===== config.mk =====
export PLATFORM = sky130hd
export DESIGN_NAME = mips_run_ctrl_flat
export DESIGN_NICKNAME = d
export VERILOG_FILES = /design/src/rtl/mips_tb_pkg.sv /design/src/rtl/mips_run_ctrl_if.sv /design/src/rtl/trace_fifo.sv /design/src/rtl/mips_run_ctrl.sv /design/src/flat_wrapper.sv
export SDC_FILE = /design/constraint.sdc
export NUM_CORES = 1
export LEC_CHECK = 0
export BUFFER_PORTS_ARGS = -buffer_cell sky130_fd_sc_hd__buf_2
export CORE_MARGIN = 2
export CORE_UTILIZATION = 31
export DETAILED_ROUTE_END_ITERATION = 6
export PLACE_DENSITY = 0.5
export SETUP_SLACK_MARGIN = 0.05
export SLEW_MARGIN = 0
export SYNTH_ARGS = -nofsm -noshare
export SYNTH_HDL_FRONTEND = slang
export SYNTH_SLANG_ARGS = --single-unit

===== constraint.sdc =====
create_clock -name clk -period 7.6 [get_ports clk]
set_input_delay 0.38 -clock clk [delete_from_list [all_inputs] [get_ports clk]]
set_output_delay 0.38 -clock clk [all_outputs]
set_load 0.03 [all_outputs]

===== src/rtl/mips_tb_pkg.sv =====
// mips_tb_pkg: shared state type, trace entry layout and default sizing for the run controller
package mips_tb_pkg;
    typedef enum logic [1:0] {HOLD, RUN, DONE, TIMEOUT} state_t;
    typedef struct packed {
        logic [31:0] pc;
        logic [4:0]  addr;
        logic [31:0] data;
    } trace_t;
    localparam int TRACE_W = 69;
    localparam int DEF_RESET_CYCLES = 5;
    localparam int DEF_MAX_CYCLES = 10000;
    localparam int DEF_HALT_REPEAT = 4;
    localparam int DEF_DEPTH = 8;
    localparam int DEF_CNT_W = 32;
endpackage


===== src/rtl/mips_run_ctrl_if.sv =====
// mips_run_ctrl_if: commit/writeback inputs, run status and trace-consumer handshake
interface mips_run_ctrl_if #(parameter int CNT_W = 32);
    logic restart, commit_valid, wb_we, trace_ready;
    logic core_reset, running, done, timeout, trace_valid, overflow;
    logic [31:0] commit_pc, wb_data, wb_pc, trace_pc, trace_data;
    logic [4:0] wb_addr, trace_addr;
    logic [CNT_W-1:0] cycle_count;
    modport master(
        output restart, commit_valid, commit_pc, wb_we, wb_addr, wb_data, wb_pc, trace_ready,
        input  core_reset, running, done, timeout, cycle_count, trace_valid, trace_pc, trace_addr,
               trace_data, overflow
    );
    modport slave(
        input  restart, commit_valid, commit_pc, wb_we, wb_addr, wb_data, wb_pc, trace_ready,
        output core_reset, running, done, timeout, cycle_count, trace_valid, trace_pc, trace_addr,
               trace_data, overflow
    );
endinterface


===== src/rtl/trace_fifo.sv =====
// trace_fifo: synchronous FIFO with wrap-bit pointers; a push into a full FIFO without a pop is dropped and flagged
module trace_fifo #(
    parameter int DEPTH = 8,
    parameter int W = 69
) (
    input  logic         clk,
    input  logic         rst,
    input  logic         clr,
    input  logic         push,
    input  logic         pop,
    input  logic [W-1:0] din,
    output logic         valid,
    output logic         overflow,
    output logic [W-1:0] dout
);
    localparam int AW = $clog2(DEPTH);
    logic [AW:0] wp, rp;
    logic [W-1:0] mem [DEPTH];
    logic full, take, drain;
    assign valid = wp != rp;
    assign full = (wp[AW] != rp[AW]) && (wp[AW-1:0] == rp[AW-1:0]);
    assign drain = pop && valid;
    // a pop on the same edge frees the slot the push lands in
    assign take = push && (!full || drain);
    assign dout = valid ? mem[rp[AW-1:0]] : '0;
    always_ff @(posedge clk or posedge rst)
        if (rst) begin
            wp <= '0;
            rp <= '0;
            overflow <= 1'b0;
        end else if (clr) begin
            wp <= '0;
            rp <= '0;
            overflow <= 1'b0;
        end else begin
            if (take) wp <= wp + 1'b1;
            if (drain) rp <= rp + 1'b1;
            if (push && !take) overflow <= 1'b1;
        end
    always_ff @(posedge clk)
        if (take && !clr) mem[wp[AW-1:0]] <= din;
endmodule


===== src/rtl/mips_run_ctrl.sv =====
// mips_run_ctrl: sequences core reset, counts run cycles, detects halt/timeout and traces GRF writebacks
module mips_run_ctrl
    import mips_tb_pkg::*;
#(
    parameter int RESET_CYCLES = DEF_RESET_CYCLES,
    parameter int MAX_CYCLES = DEF_MAX_CYCLES,
    parameter int HALT_REPEAT = DEF_HALT_REPEAT,
    parameter int DEPTH = DEF_DEPTH,
    parameter int CNT_W = DEF_CNT_W
) (
    input logic clk,
    input logic reset,
    mips_run_ctrl_if.slave bus
);
    localparam int HW = RESET_CYCLES > 1 ? $clog2(RESET_CYCLES) : 1;
    localparam int RW = $clog2(HALT_REPEAT + 1);
    state_t state, next;
    logic [HW-1:0] hold;
    logic [RW-1:0] rep;
    logic [31:0] last_pc;
    logic [CNT_W-1:0] cnt;
    logic same, halt, push;
    trace_t entry, head;
    // rep == 0 means no PC recorded yet, so a first commit never counts as a repeat
    assign same = rep != '0 && bus.commit_pc == last_pc;
    assign halt = state == RUN && bus.commit_valid && same && rep == RW'(HALT_REPEAT - 1);
    assign push = state == RUN && bus.wb_we && bus.wb_addr != 5'd0;
    assign entry = '{pc: bus.wb_pc, addr: bus.wb_addr, data: bus.wb_data};
    always_comb begin
        next = state;
        bus.core_reset = state == HOLD;
        bus.running = state == RUN;
        bus.done = state == DONE;
        bus.timeout = state == TIMEOUT;
        bus.cycle_count = cnt;
        bus.trace_pc = head.pc;
        bus.trace_addr = head.addr;
        bus.trace_data = head.data;
        if (bus.restart) next = HOLD;
        else if (state == HOLD && hold == HW'(RESET_CYCLES - 1)) next = RUN;
        else if (halt) next = DONE;
        else if (state == RUN && cnt == CNT_W'(MAX_CYCLES - 1)) next = TIMEOUT;
    end
    always_ff @(posedge clk or posedge reset)
        if (reset) begin
            state <= HOLD;
            hold <= '0;
            rep <= '0;
            last_pc <= '0;
            cnt <= '0;
        end else begin
            state <= next;
            hold <= (state == HOLD && next == HOLD && !bus.restart) ? hold + 1'b1 : '0;
            if (bus.restart) begin
                rep <= '0;
                last_pc <= '0;
                cnt <= '0;
            end else begin
                if (state == RUN && bus.commit_valid) begin
                    rep <= same ? rep + 1'b1 : RW'(1);
                    last_pc <= bus.commit_pc;
                end
                if (state == RUN && next == RUN && !(&cnt)) cnt <= cnt + 1'b1;
            end
        end
    trace_fifo #(.DEPTH(DEPTH), .W(TRACE_W)) u_fifo (
        .clk(clk),
        .rst(reset),
        .clr(bus.restart),
        .push(push),
        .pop(bus.trace_ready),
        .din(entry),
        .valid(bus.trace_valid),
        .overflow(bus.overflow),
        .dout(head)
    );
endmodule


===== src/flat_wrapper.sv =====
// flat-port wrapper written by rule: the top's interface ports become plain ports
module mips_run_ctrl_flat import mips_tb_pkg::*;
#(
    parameter int RESET_CYCLES = DEF_RESET_CYCLES,
    parameter int MAX_CYCLES = DEF_MAX_CYCLES,
    parameter int HALT_REPEAT = DEF_HALT_REPEAT,
    parameter int DEPTH = DEF_DEPTH,
    parameter int CNT_W = DEF_CNT_W
)
  (clk, reset, bus_restart, bus_commit_valid, bus_commit_pc, bus_wb_we, bus_wb_addr, bus_wb_data, bus_wb_pc, bus_trace_ready, bus_core_reset, bus_running, bus_done, bus_timeout, bus_cycle_count, bus_trace_valid, bus_trace_pc, bus_trace_addr, bus_trace_data, bus_overflow);
  mips_run_ctrl_if #(.CNT_W(CNT_W)) bus_i ();
  input logic clk;
  input logic reset;
  input wire logic [$bits(bus_i.restart)-1:0] bus_restart;
  input wire logic [$bits(bus_i.commit_valid)-1:0] bus_commit_valid;
  input wire logic [$bits(bus_i.commit_pc)-1:0] bus_commit_pc;
  input wire logic [$bits(bus_i.wb_we)-1:0] bus_wb_we;
  input wire logic [$bits(bus_i.wb_addr)-1:0] bus_wb_addr;
  input wire logic [$bits(bus_i.wb_data)-1:0] bus_wb_data;
  input wire logic [$bits(bus_i.wb_pc)-1:0] bus_wb_pc;
  input wire logic [$bits(bus_i.trace_ready)-1:0] bus_trace_ready;
  output wire logic [$bits(bus_i.core_reset)-1:0] bus_core_reset;
  output wire logic [$bits(bus_i.running)-1:0] bus_running;
  output wire logic [$bits(bus_i.done)-1:0] bus_done;
  output wire logic [$bits(bus_i.timeout)-1:0] bus_timeout;
  output wire logic [$bits(bus_i.cycle_count)-1:0] bus_cycle_count;
  output wire logic [$bits(bus_i.trace_valid)-1:0] bus_trace_valid;
  output wire logic [$bits(bus_i.trace_pc)-1:0] bus_trace_pc;
  output wire logic [$bits(bus_i.trace_addr)-1:0] bus_trace_addr;
  output wire logic [$bits(bus_i.trace_data)-1:0] bus_trace_data;
  output wire logic [$bits(bus_i.overflow)-1:0] bus_overflow;
  assign bus_i.restart = bus_restart;
  assign bus_i.commit_valid = bus_commit_valid;
  assign bus_i.commit_pc = bus_commit_pc;
  assign bus_i.wb_we = bus_wb_we;
  assign bus_i.wb_addr = bus_wb_addr;
  assign bus_i.wb_data = bus_wb_data;
  assign bus_i.wb_pc = bus_wb_pc;
  assign bus_i.trace_ready = bus_trace_ready;
  assign bus_core_reset = bus_i.core_reset;
  assign bus_running = bus_i.running;
  assign bus_done = bus_i.done;
  assign bus_timeout = bus_i.timeout;
  assign bus_cycle_count = bus_i.cycle_count;
  assign bus_trace_valid = bus_i.trace_valid;
  assign bus_trace_pc = bus_i.trace_pc;
  assign bus_trace_addr = bus_i.trace_addr;
  assign bus_trace_data = bus_i.trace_data;
  assign bus_overflow = bus_i.overflow;
  mips_run_ctrl #(.RESET_CYCLES(RESET_CYCLES), .MAX_CYCLES(MAX_CYCLES), .HALT_REPEAT(HALT_REPEAT), .DEPTH(DEPTH), .CNT_W(CNT_W)) u_core (.clk(clk), .reset(reset), .bus(bus_i));
endmodule

==> flow_summary.ini, run 1 <==
[status]
status = complete, no violations

[setup_path]
crit_family = simple AND/OR/NAND/NOR gates
worst-path-max-fanout = 54
cp_data_required_time_ps = 7820
critPathArrivalTime_ps = 4230
start_kind = register
path_cells = xnor2_1 -> nand3_1 -> nor3_1 -> nor2b_1 -> or3b_2 -> nor2_4 -> buf_4
path_buf_inv = 1
cp-end-kind = register
cpPeakStageDelay_ps = 840
cpMaxStageDelayCell = dfrtp_4
critical_path_class = reg -> reg

[sta]
slew_viol_final = 0
finalSetupTns_ps = 0
final.setup_skew_ps = 17.7
fin_crit_sh = 0.528
fmax_mhz = 249
holdWs_ps = 42.6
rsz0062_at_grt = no
setup_ws_ps = 3590
period_minus_slack_ps = 4010
worst_pin_slew_ps = 1120
finalHoldViolCount = 0
setup_violations = 0
maxSlewHeadroom = 0.256

[global_route]
grt_pass1_vias = 14206
antenna_found_initial = 14
grt_max_degree = 82
grt_first_pass_wirelength_um = 89800
overflow = 0
grt_use_total = 0.140

[logic_synthesis]
syn_area_per_cell_um2 = 18.4
yosysMostFrequentCell = edfxtp_1
synth_common_cells = edfxtp_1, mux4_2, nor2_1, nand2_1, dfrtp_1
synth_edf_count = 552
ys_warn_count = 0
yosysTopAreaCell = edfxtp_1
synth_seq_cells = 633
synth_top_flop_cell = edfxtp_1
seq_area_frac_synth = 0.731
synthTopCellsByArea = edfxtp_1, mux4_2, dfrtp_1
async_reset_ff_frac = 0.128
netlist.area_leader.share = 0.651
mappedNetlistNets = 1502
ys_types = 57
netlist_area_um2 = 25500
synthCells = 1387

[floorplan]
ioPinCount = 214
die_h_um = 291
fp-row-count = 105
core_um2 = 81700
die_area_um2 = 84400
start_util = 0.312
fp.dieW_um = 291

[job]
maxCapViolCount = 0

[placed_design]
hpwl_um = 35000
dp_cells = 2622
place_congestion = 0.791
dpl_worst_slack_ps = 3490
port_buffers = 213

[clocking]
cts_resized = 0
clkTransAtPathRegs_ps = 60
h-tree-depth = 3
cts_tree = done
cts_hold_buf = 31
postCtsSetupRepairBufs = 0
clk_latency_ps = 610
ctsLongestPathBuffers = 3
cts_buffers = 73
cts_sinks = 633
cts_root_buffer = clkbuf_16

[routing]
drc = 0
drt_pre_antenna_iters = 5
num_vias = 13473
wirelength_um = 59600
vias_per_cell = 4.83
wl_per_cell_um = 21.4
drtIter0Drc = 805
ant_nets = 0

[finish]
syn2layout_area_growth_pct = 19.7
stdcell_count = 2789
n_fill_cell = 7591
layout-drive-gt1-share = 0.304
final_nets = 1773

[power]
leakage_nw = 10.1
ir_drop_v = 0.000119
power_density_nw_per_um2 = 246
power_w = 0.00750

[hold_path]
min_path_type = in -> reg
per-layer routing:
| metal | track usage | part of all wire | vias up |
|---|---|---|---|
| met5 | 0 | 0.0011 | - |
| met4 | 0.0393 | 0.018 | 10 |
| met3 | 0.0290 | 0.059 | 83 |
| met2 | 0.226 | 0.47 | 327 |
| met1 | 0.194 | 0.45 | 7011 |
| li1 | - | - | 6042 |
flip-flops by register name (all words and copies together), names as in the netlist:
signal,count
u_core.hold,3
u_core.last_pc,32
u_core.bus.cycle_count,32
u_core.u_fifo.mem,552
u_core.u_fifo.overflow,1
u_core.rep,3
u_core.state,2
u_core.u_fifo.rp,4
u_core.u_fifo.wp,4
through the flow:
step,utilization,cell area (µm²)
global placement,0.340,27800
global route,0.373,30400
detailed placement,0.340,27800
CTS,0.373,30400
finish,0.373,30500
floorplan,-,25500
path summary, 6_finish.rpt:
check	start	end	slack [ps]	cells past startpoint
setup / recovery	u_core.u_fifo.rp[2]	u_core.u_fifo.mem[4][5]	3590	7
hold / removal	bus_wb_pc[27]	u_core.u_fifo.mem[5][64]	40	1
setup reg to reg	u_core.u_fifo.rp[2]	u_core.u_fifo.mem[4][5]	3590	7
hold reg to reg	u_core.hold[0]	u_core.hold[0]	460	1
max in group asynchronous	reset	u_core.u_fifo.rp[0]	6640	3
min in group asynchronous	reset	u_core.bus.cycle_count[9]	130	3
where the power goes:
group	internal, W	leakage [nW]	switching (W)	total, W
Combinational	0.000105	2.93	0.000189	0.000295
Sequential	0.00379	6.08	0.0000107	0.00380
Clock	0.00200	1.13	0.00139	0.00340
cells in the final DEF, fill, tap and decap left out, types with 6 or more instances in the layout:
cell type / synthesis / final
a21oi_1: 48 / 48
a21oi_2: 10 / 10
and3_1: 10 / 10
buf_2: 10 / 213
buf_4: 0 / 23
clkbuf_1: 46 / 15
clkbuf_16: 0 / 74
clkbuf_8: 0 / 7
clkinv_1: 0 / 10
clkinv_2: 0 / 8
dfrtp_1: 81 / 78
diode_2: 0 / 6
dlygate4sd3_1: 0 / 31
edfxtp_1: 552 / 552
ha_1: 8 / 8
inv_1: 12 / 11
mux2i_1: 71 / 71
mux4_2: 138 / 138
nand2_1: 84 / 84
nand2b_1: 8 / 8
nand3_1: 17 / 17
nand4_1: 13 / 13
nor2_1: 105 / 99
nor2_4: 0 / 6
nor4_1: 12 / 12
o21ai_0: 10 / 10
o31ai_1: 7 / 7
or3_1: 15 / 15
or4_1: 7 / 7
xnor2_1: 22 / 22
xor2_1: 27 / 27
cell type report:
class / count / area (µm²) / area share
flip-flops and latches: 633 / 18600 / 0.611
multi-input cells: 670 / 6540 / 0.215
clock buffers: 96 / 2000 / 0.0658
repair buffers: 268 / 1570 / 0.0515
well taps: 1070 / 1340 / 0.0440
clock inverters: 34 / 329 / 0.0108
inverters: 12 / 46.3 / 0.00152
diodes: 6 / 15.0 / 0.000493
cell families (layout without fill, tap and decap cells):
| kind of cell | after synthesis | in the layout | share of synthesized area |
|---|---|---|---|
| flops | 633 | 633 | 0.731 |
| simple gates | 314 | 314 | 0.0616 |
| xor+xnor | 49 | 49 | 0.0169 |
| compound gates | 87 | 87 | 0.0206 |
| buf+inv | 84 | 410 | 0.0147 |
| other cells | 0 | 6 | 0 |
| mux | 212 | 212 | 0.151 |
| fa+ha+maj | 8 | 8 | 0.00393 |
(Power assumes the default switching activity.)
==> run 2, diff against run 1 <==
Settings changed: ABC_AREA from default to 1, PLACE_DENSITY 0.5 to 0.51.
Clock period 7.6 ns to 3.4 ns, I/O delays scaled along.
==> run 2 against run 1 <==
Synthesized cell count is 61% higher. Clock skew is 28 ps higher. Combinational power rose to 8.3 times the previous value. Routed wire length rose by 19%. Clock power is 130% higher. Sequential share of layout area shrank 3.1 points. Largest cell class unchanged. Largest power group unchanged. Highest routed layer unchanged.
==> flow_summary.ini, run 2 <==
[logic_synthesis]
synth_top_flop_cell = edfxtp_1
seq_area_frac_synth = 0.712
synthTopCellsByArea = edfxtp_1, dfrtp_1, nor2_1
synth_edf_count = 552
yosysMostFrequentCell = edfxtp_1
ys_warn_count = 0
synthCells = 2230
synth_seq_cells = 633
ys_types = 36
yosysTopAreaCell = edfxtp_1
netlist.area_leader.share = 0.634
mappedNetlistNets = 2345
async_reset_ff_frac = 0.128
netlist_area_um2 = 26100
synth_common_cells = edfxtp_1, nor2_1, o21ai_0, nand2_1, inv_1
syn_area_per_cell_um2 = 11.7

[sta]
slew_viol_final = 0
finalHoldViolCount = 0
finalSetupTns_ps = 0
setup_ws_ps = 204
maxSlewHeadroom = 0.194
worst_pin_slew_ps = 1210
setup_violations = 0
fin_crit_sh = 0.940
period_minus_slack_ps = 3200
rsz0062_at_grt = no
final.setup_skew_ps = 46.2
fmax_mhz = 313

[setup_path]
rr_startpoint = u_core.state[0]
start_kind = register
rrSetupSlack_ps = 670
cp_data_required_time_ps = 3230
critical_path_class = reg -> out
critPathArrivalTime_ps = 3030
r2r_end = u_core.last_pc[0]
worst-path-max-fanout = 199
cp-end-kind = output port
reg2regPathDepth = 5

[clocking]
cts_buffers = 73
clk_latency_ps = 630
clkTransAtPathRegs_ps = 60
h-tree-depth = 3
postCtsSetupRepairBufs = 0
ctsLongestPathBuffers = 3
cts_root_buffer = clkbuf_16
cts_sinks = 633
cts_tree = done

[finish]
syn2layout_area_growth_pct = 22.8
layout-drive-gt1-share = 0.154
final_common_cell = edfxtp_1
final_nets = 2651
largest_reg_flops = 552
final_cell_mix = edfxtp_1, nor2_1, o21ai_0, buf_2, nand2_1
stdcell_count = 3672
final_core_util = 0.384

[floorplan]
fp-row-count = 106
fp.dieW_um = 294
core_um2 = 83600
start_util = 0.313
ioPinCount = 214
die_area_um2 = 86600
die_h_um = 294

[global_route]
overflow = 0
grt_use_total = 0.162
antenna_found_initial = 2
grt_pass1_vias = 17942
grt_max_degree = 200
grt_first_pass_wirelength_um = 107000

[job]
maxCapViolCount = 0

[power]
leakage_nw = 11.7
power_density_nw_per_um2 = 582
ir_drop_v = 0.000368
power_w = 0.0187

[routing]
wl_per_cell_um = 19.3
num_vias = 18193
ant_nets = 0
wirelength_um = 71000
drt_pre_antenna_iters = 5
vias_per_cell = 4.95
drc = 0
drtIter0Drc = 1188

[placed_design]
dp_cells = 3429
hpwl_um = 40000
place_congestion = 0.784
port_buffers = 213
dpl_worst_slack_ps = 736

[hold_path]
hold_depth = 2
min_path_type = in -> reg
hp-start = bus_restart
hold_end = u_core.u_fifo.rp[1]

[status]
status = complete, no violations
==> run 2: cells by family (layout without fill, tap and decap cells) <==
family | Yosys count | after routing | share of synthesized area
buf+inv | 243 | 603 | 0.0373
xor+xnor | 38 | 38 | 0.0127
compound gates | 527 | 527 | 0.109
flops | 633 | 633 | 0.712
simple gates | 781 | 781 | 0.125
fa+ha+maj | 8 | 8 | 0.00383
other cells | 0 | 2 | 0
==> run 2: worst max-delay path by stage <==
stage	from	to	slack, ps	cells past startpoint
5_1_grt	u_core.u_fifo.rp[0]	bus_trace_pc[28]	80	7
3_3_place_gp	u_core.u_fifo.rp[0]	bus_trace_pc[28]	790	6
4_1_cts	u_core.u_fifo.rp[0]	bus_trace_pc[18]	60	6
6_report	u_core.u_fifo.rp[0]	bus_trace_pc[28]	200	7
2_1_floorplan	u_core.state[0]	u_core.u_fifo.mem[6][0]	-90	8
3_5_place_dp	u_core.u_fifo.rp[0]	bus_trace_pc[28]	740	6
==> run 2: metal layers <==
metal | vias to the layer above | GRT usage | share of wire
li1 | 8590 | - | -
met1 | 9044 | 0.219 | 0.45
met2 | 449 | 0.267 | 0.48
met3 | 108 | 0.0278 | 0.048
met4 | 2 | 0.0447 | 0.023
met5 | - | 0 | 0.000099
==> run 2: power by group <==
part | leakage [nW] | switching [W] | internal (W)
logic | 4.51 | 0.00175 | 0.000719
registers | 6.08 | 0.0000448 | 0.00851
clock network | 1.12 | 0.00322 | 0.00445
total | 11.7 | 0.00501 | 0.0137
==> run 2: what timing repair did <==
item,CTS,global route
hold buffers,112,0
pin swaps,0,0
hold endpoints to repair,628,0
gates resized for setup,1,5
setup endpoints to repair,1,21
==> run 2: stage by stage <==
stage	hold WS, ps	instance area, µm²
finish	65.4	32100
global route	46.0	32100
CTS	7.43	32100
detailed placement	360	28600
global placement	344	28600
floorplan	269	26200
==> run 2: critical path, stage by stage, from the launching register on <==
cell,delay (ps)
dfrtp_4,520
inv_6,90
buf_16,460
o21ai_0,170
o22ai_1,140
o21ai_0,90
a31oi_1,440
buf_2,300
==> run 2: layout make-up <==
cell class | count | area, µm²
fillers | 7963 | 51500
diodes | 2 | 5.00
repair buffers | 368 | 2730
inverters | 106 | 409
clock inverters | 32 | 352
flip-flops and latches | 633 | 18600
clock buffers | 97 | 1980
well taps | 1080 | 1350
multi-input cells | 1354 | 6660
==> run 3, diff against run 2 <==
Settings changed: HOLD_SLACK_MARGIN from default to 0.1.
==> run 3 against run 2 <==
Largest cell class unchanged. Routed wire length is essentially flat. Largest power group unchanged. Sequential share of layout area shrank 0.068 points. Via count shrank 0.35%. Clock skew shrank 1.2 ps. Count of clock-buffer cells in the layout is the same. Clock power is essentially flat. Cell count is essentially flat.
==> flow_summary.ini, run 3 (synthesized netlist as in run 2, its figures left out) <==
[global_route]
antenna_found_initial = 2
grt_use_total = 0.162
grt_first_pass_wirelength_um = 107000
grt_pass1_vias = 17944
overflow = 0
grt_max_degree = 200

[routing]
dr_wl_met2_um = 33700
top_layer_used = met5
ant_nets = 0
met1Wirelength_um = 32000
drtIter0Drc = 1171
num_vias = 18130
wirelength_um = 70900
vias_per_cell = 4.93
drt_pre_antenna_iters = 5
drc = 0
met3_length_um = 3610
wl_per_cell_um = 19.3

[setup_path]
cp_data_required_time_ps = 3230
crit_top_cell = o21ai_0
path_cells = inv_6 -> buf_16 -> o21ai_0 -> o22ai_1 -> o21ai_0 -> a31oi_1 -> buf_2
critical_path_class = reg -> out
rrSetupSlack_ps = 690
worst-path-max-fanout = 199
cpMaxStageDelayCell = dfrtp_4
crit_family = buffers and inverters
start_kind = register
critPathArrivalTime_ps = 2950
r2r_end = u_core.last_pc[0]
rr_startpoint = u_core.state[0]
path_buf_inv = 3
cp-end-kind = output port
cpPeakStageDelay_ps = 520
reg2regPathDepth = 5

[sta]
fmax_mhz = 321
setup_violations = 0
final.setup_skew_ps = 45.1
fin_crit_sh = 0.917
slew_viol_final = 0
maxSlewHeadroom = 0.201
period_minus_slack_ps = 3120
setup_ws_ps = 283
rsz0062_at_grt = no
holdWs_ps = 222
finalHoldViolCount = 0
worst_pin_slew_ps = 1190

[finish]
final_nets = 2655
largest_reg_flops = 552
syn2layout_area_growth_pct = 23.0
final_common_cell = edfxtp_1
multi_input_area_um2 = 6660
seqCellArea_um2 = 18600
n_fill_cell = 7963
stdcell_count = 3675
final_cell_mix = edfxtp_1, nor2_1, o21ai_0, buf_2, nand2_1
layout-drive-gt1-share = 0.154

[clocking]
clkTransAtPathRegs_ps = 60
h-tree-depth = 3
clk_latency_ps = 630
cts_root_buffer = clkbuf_16
ctsLongestPathBuffers = 3
cts_tree = done
cts_sinks = 633
cts_buffers = 73

[placed_design]
port_buffers = 213
dpl_worst_slack_ps = 736
dp_cells = 3429
place_congestion = 0.784
hpwl_um = 40000

[status]
status = complete, no violations

[power]
power_density_nw_per_um2 = 581
ir_drop_v = 0.000367
leakage_nw = 11.7

[floorplan]
die_h_um = 294
core_um2 = 83600
ioPinCount = 214
fp.dieW_um = 294
fp-row-count = 106
start_util = 0.313
die_area_um2 = 86600

[job]
maxCapViolCount = 0

[hold_path]
min_path_type = in -> async
## run 3: cell count changes in the layout (fill, tap and decap cells not counted)
cell | before | now
dlygate4sd3_1 | 112 | 116
diode_2 | 2 | 1
## run 3: worst min-delay path, stage by stage
cell and delay [ps]:
dlygate4sd3_1 530, buf_2 130, clkinv_2 540
## run 3: worst max path at each step
stage                   startpoint                 endpoint  slack, ps  cells after the start
2_1_floorplan      u_core.state[0]  u_core.u_fifo.mem[6][0]        -90                      8
3_3_place_gp   u_core.u_fifo.rp[0]         bus_trace_pc[28]        790                      6
3_5_place_dp   u_core.u_fifo.rp[0]         bus_trace_pc[28]        740                      6
4_1_cts        u_core.u_fifo.rp[0]         bus_trace_pc[18]         60                      6
5_1_grt        u_core.u_fifo.rp[0]         bus_trace_pc[28]         80                      7
6_report       u_core.u_fifo.rp[0]         bus_trace_pc[28]        280                      7
## run 3: routing by layer
metal | GRT usage | vias up
met5 | 0 | -
met4 | 0.0447 | 2
met3 | 0.0278 | 103
met2 | 0.267 | 468
met1 | 0.219 | 8957
li1 | - | 8600
## run 3: repair_timing
action | CTS | global route
gates cloned | 0 | 0
resized for setup | 1 | 5
buffers inserted | 0 | 0
endpoints found under the hold margin | 638 | 0
hold buffers | 116 | 0
endpoints found under the setup margin | 1 | 21
## run 3: per-stage QoR
step                      setup TNS [ps]  instance area (µm²)  total power (W)  utilization
after floorplan                   -13060                26200           0.0102            -
after global placement                 0                28600           0.0111        0.343
after detailed placement               0                28600           0.0111        0.343
after CTS                              0                32100           0.0189        0.384
after global routing                   0                32100           0.0194        0.385
final                                  0                32100           0.0187        0.385
## run 3: report_power, final
group	internal, W	switching [W]
logic	0.000722	0.00174
registers	0.00851	0.0000447
clock network	0.00445	0.00322
total	0.0137	0.00500
## run 3: final cells by class
cell class                 count  share of cell area
clock buffer                  97              0.0616
clock inverter                32              0.0109
sequential                   633               0.579
timing repair buffer         372              0.0863
multi-input combinational   1354               0.207
inverter                     106              0.0127
tap                         1080              0.0420
antenna                        1           0.0000779
